### src/rtl/college_marks_hub.sv
// Mark register hub: teacher writes math/phys/lab, principal overrides lab, student reads a strobed snapshot.
// Latency: 1 cycle from write strobe or s_rd to registered outputs; all outputs registered.
// Backpressure: none, every strobe is consumed at the edge; COLLEGE_OVERRIDE_CNT_EN adds the override counter.
module college_marks_hub #(
    parameter int DATA_W   = 8,
    parameter int MAX_MARK = 100
) (
    input  logic              clk,
    input  logic              rst,
    input  logic              t_wr_math,
    input  logic              t_wr_phys,
    input  logic              t_wr_lab,
    input  logic [DATA_W-1:0] t_math,
    input  logic [DATA_W-1:0] t_phys,
    input  logic [DATA_W-1:0] t_lab,
    input  logic              p_wr_lab,
    input  logic [DATA_W-1:0] p_lab,
    input  logic              s_rd,
    output logic [DATA_W-1:0] math,
    output logic [DATA_W-1:0] phys,
    output logic [DATA_W-1:0] lab,
    output logic              lab_src,
    output logic [DATA_W-1:0] s_math,
    output logic [DATA_W-1:0] s_phys,
    output logic [DATA_W-1:0] s_lab,
    output logic              s_valid,
    output logic              upd,
    output logic              err,
    output logic [7:0]        ovr_cnt
);

    localparam logic [DATA_W-1:0] MAX_V = DATA_W'(MAX_MARK);

    logic t_math_acc, t_phys_acc, t_lab_acc, p_lab_acc;
    logic any_rej, any_acc;

    always_comb begin
        t_math_acc = t_wr_math && (t_math <= MAX_V);
        t_phys_acc = t_wr_phys && (t_phys <= MAX_V);
        t_lab_acc  = t_wr_lab  && (t_lab  <= MAX_V);
        p_lab_acc  = p_wr_lab  && (p_lab  <= MAX_V);
        any_acc    = t_math_acc | t_phys_acc | t_lab_acc | p_lab_acc;
        any_rej    = (t_wr_math && !t_math_acc) | (t_wr_phys && !t_phys_acc) |
                     (t_wr_lab  && !t_lab_acc)  | (p_wr_lab  && !p_lab_acc);
    end

    always_ff @(posedge clk) begin
        if (rst) begin
            math    <= '0;
            phys    <= '0;
            lab     <= '0;
            lab_src <= 1'b0;
            s_math  <= '0;
            s_phys  <= '0;
            s_lab   <= '0;
            s_valid <= 1'b0;
            upd     <= 1'b0;
            err     <= 1'b0;
        end else begin
            if (t_math_acc) math <= t_math;
            if (t_phys_acc) phys <= t_phys;
            // Principal outranks teacher on a same-cycle lab write.
            if (p_lab_acc) begin
                lab     <= p_lab;
                lab_src <= 1'b1;
            end else if (t_lab_acc) begin
                lab     <= t_lab;
                lab_src <= 1'b0;
            end
            // Snapshot takes pre-edge values, so same-edge writes are excluded.
            if (s_rd) begin
                s_math <= math;
                s_phys <= phys;
                s_lab  <= lab;
            end
            s_valid <= s_rd;
            upd     <= any_acc;
            err     <= any_rej;
        end
    end

`ifdef COLLEGE_OVERRIDE_CNT_EN
    always_ff @(posedge clk) begin
        if (rst)
            ovr_cnt <= 8'd0;
        else if (p_lab_acc && ovr_cnt != 8'hff)
            ovr_cnt <= ovr_cnt + 8'd1;
    end
`else
    assign ovr_cnt = 8'd0;
`endif

endmodule

### config.mk
export PLATFORM = sky130hd
export DESIGN_NAME = college_marks_hub
export DESIGN_NICKNAME = d
export VERILOG_FILES = /design/src/rtl/college_marks_hub.sv
export SDC_FILE = /design/constraint.sdc
export NUM_CORES = 1
export LEC_CHECK = 0
export ABC_AREA = 1
export BUFFER_PORTS_ARGS = -buffer_cell sky130_fd_sc_hd__buf_2
export CAP_MARGIN = 15
export CORE_AREA = 2 2 69 71
export DETAILED_ROUTE_END_ITERATION = 8
export DIE_AREA = 0 0 71 73
export HOLD_SLACK_MARGIN = 0.03
export PLACE_DENSITY = 0.82
export SLEW_MARGIN = 25
export SYNTH_ARGS = -nofsm -noshare
export SYNTH_HDL_FRONTEND = slang
export SYNTH_SLANG_ARGS = --single-unit
### constraint.sdc
create_clock -name clk -period 1.5 [get_ports clk]
set_input_delay 0.225 -clock clk [delete_from_list [all_inputs] [get_ports clk]]
set_output_delay 0.225 -clock clk [all_outputs]
set_load 0.005 [all_outputs]
==> run_results.csv <==
group,metric,value,unit
placed_design,port_buffers,90,
power,sequentialPowerShare,52.4,%
clock_network,clk_pin_slew,0.09,ns
clock_network,cts.sinks,52,
finish,antennaDiodeCount,0,
min_path,min_from,"rst",
power,ir_worst_vdd,0.620,mV
global_routing,grt_max_degree,49,
clock_network,postCtsHoldBufs,0,
synth,ys_seq_area_share,48.7,%
floorplan,io_pins,99,
global_routing,track_usage,18.7,%
critical_path,r2r_cells,3,
critical_path,cp_data_arrival_time,1.26,ns
routing,dr.pass1.iters,4,
routing,remaining_drc_errors,0,
finish,fillerInstances,418,
run_status,status,"finished clean",
floorplan,die_y,73,µm
synth,synth_compound_area_share,16.8,%
finish,utilization,59.7,%
min_path,hold_path.class,"in -> reg",
power,p_int,2.16,mW
clock_network,cts-root-buf,"clkbuf_8",
clock_network,numCtsBuffers,5,
clock_network,clock_latency,0.30,ns
routing,antenna_left,0,
floorplan,num_rows,25,
timing,setup_viol,0,
synth,synth_area_per_cell,7.53,µm²
routing,vias,2062,
global_routing,grt_overflow,0,
synth,netlist_area,2140,µm²
timing,worst_clock_skew,0.00795,ns
timing,fin_hold_ws,0.127,ns
min_path,holdPathStages,2,
critical_path,crit_top_cell,"nor2_1",
synth,synth_warnings,0,
synth,synth_top_family_by_area,"simple AND/OR/NAND/NOR gates",
timing,drv_slew,0,
critical_path,cp-start-kind,"input port",
critical_path,regToRegSetupSlack,0.79,ns
clock_network,h-tree-depth,2,
synth,synthSimpleGateAreaFrac,23.6,%
synth,async_reset_ff_share,0,%
synth,synth_cell_types,21,
routing,drt-met1-wl,2.16,mm
clock_network,cts_setup_buffers,0,
synth,yosysMostFrequentCell,"dfxtp_1",
power,comb_power_share,15.3,%
min_path,worstHoldEndpoint,"err",
power,p_sw,0.737,mW
synth,synth_edf_count,0,
clock_network,clk_path_buf_depth,2,
power,power.share.clock,32.4,%
synth,yosys.area.top_type,"dfxtp_1",
synth,synthMuxAreaShare,0,%
routing,viasPerCell,4.87,
floorplan,core_area,4540,µm²
routing,drt_wl_total,4.82,mm
critical_path,reg2reg_to,"lab[1]",
critical_path,worstSetupPathType,"in -> reg",
routing,dr_wl_met3,391,µm
power,sw_frac_of_total,25.4,%
run,cap_violations,0,
synth,synthXorXnorAreaFrac,0,%
clock_network,cts_tree,"done",
critical_path,cp_cell_sequence,"buf_2 -> o21ai_2 -> nand2_2 -> nand2_4 -> nand3_4 -> nand2_1 -> inv_2 -> nor2_1 -> nor2_1",
floorplan,start_util,47.2,%
critical_path,worstReg2RegStart,"lab[1]",
synth,synth.top_cell.area_share,48.7,%
critical_path,worstPathMaxFanout,16,
synth,ys_ff_latch,52,
placed_design,gp_congestion,0.830,
synth,yosys-top-cells-area,"dfxtp_1 49%, o21ai_0 8.7%, nand2_1 7.9%",
routing,wl_met2,2.20,mm
routing,drtIter0Drc,87,
finish,multi_input_area,895,µm²
floorplan,die_x,71,µm
global_routing,grt_antenna_before_repair,0,
critical_path,cp.required,1.70,ns
timing,finalHoldViolCount,0,
floorplan,die_area,5180,µm²
finish,nets,407,
routing,routed.top_layer,"met4",
global_routing,grt_pass1_wl,7.81,mm
power,leakage,1.41,nW
synth,synth_ff_type,"dfxtp_1",
timing,period_share,70.3,%
synth,synthCells,284,
power,powerDensity,1070,nW/µm²
clock_network,cts_resized,0,
timing,fin_crit,1.06,ns
timing,final.setup.tns,0,ns
critical_path,critPathCaptureType,"flip-flop",
synth,synth_fa_ha_area_share,0,%
finish,drive_gt1_share,29.8,%
synth,synthTopCellsByCount,"52 x dfxtp_1, 45 x nand2_1, 44 x nor2_1",
critical_path,slowest_stage,"nand3_4",
placed_design,hpwl,3.61,mm
timing,fmax,0.948,GHz
finish,regArea,1040,µm²
routing,wl_per_cell,11.4,µm
finish,area_delta_synth_final,26.5,%
timing,rsz0062_at_grt,"no",
critical_path,max_stage_delay,0.17,ns
global_routing,grt_pass1_vias,1825,
-- worst max-delay path by stage --
| stage | start | endpoint | slack (ns) | cells after the start |
|---|---|---|---|---|
| 5_1_grt | p_lab[0] | lab[6] | 0.34 | 9 |
| 3_3_place_gp | p_lab[0] | lab[3] | 0.20 | 9 |
| 6_report | p_lab[0] | lab[3] | 0.44 | 9 |
| 2_1_floorplan | p_lab[0] | lab[6] | 0.44 | 9 |
| 4_1_cts | p_lab[0] | lab[3] | 0.45 | 9 |
| 3_5_place_dp | p_lab[0] | lab[3] | 0.13 | 9 |
-- worst max-delay path, delay by kind of cell --
family	cells	cell delay, ns
and+or+nand+nor	6	0.69
buffers and inverters	2	0.20
AOI/OAI and AO/OA	1	0.14
-- placed cells by master, fill, tap and decap left out, drive strengths merged --
cell / n
a21oi: 29
bufinv: 1
nand3: 6
clkinvlp: 1
o21ai: 42
nand4: 7
inv: 27
nand3b: 7
clkinv: 1
nor2: 44
clkbuf: 5
nand2: 47
conb: 8
buf: 92
dfxtp: 52
-- cells by family (layout without fill, tap and decap cells) --
family,Yosys count,count (layout)
compound gates,71,71
buf+inv,49,127
flops,52,52
other cells,1,8
simple gates,111,111
-- sequential cells by signal, summed over array words and instances (netlist names) --
name	cells
s_math	8
lab	8
s_lab	8
s_phys	8
math	8
err	1
upd	1
lab_src	1
s_valid	1
phys	8
-- power groups by stage --
stage | Combinational, mW | Sequential (mW) | Clock [mW]
after floorplan | 0.250 | 1.56 | 0
after global placement | 0.434 | 1.55 | 0
after detailed placement | 0.444 | 1.55 | 0
after CTS | 0.445 | 1.52 | 0.971
after global routing | 0.508 | 1.53 | 1.02
final | 0.442 | 1.52 | 0.937
-- through the flow --
stage / instance area [µm²] / power (mW) / instances / worst slack (ns)
2_1_floorplan: 2170 / 1.81 / 291 / 0.440
3_3_place_gp: 2590 / 1.98 / 415 / 0.198
3_5_place_dp: 2590 / 1.99 / 415 / 0.128
4_1_cts: 2710 / 2.93 / 423 / 0.448
5_1_grt: 2710 / 3.05 / 423 / 0.337
6_report: 2710 / 2.90 / 423 / 0.445
-- metal layers --
layer / track usage, % / vias up
li1: - / 1067
met1: 23.7 / 904
met2: 30.7 / 83
met3: 5.80 / 8
met4: 5.66 / 0
met5: 0 / -
-- area by class of cell --
type	instances	area share [%]
flip-flops and latches	52	38.5
multi-input cells	190	33.1
repair buffers	92	18.1
inverters	27	3.74
clock buffers	5	2.54
well taps	54	2.50
clock inverters	3	1.57
Power figures use the tool's default switching activity.
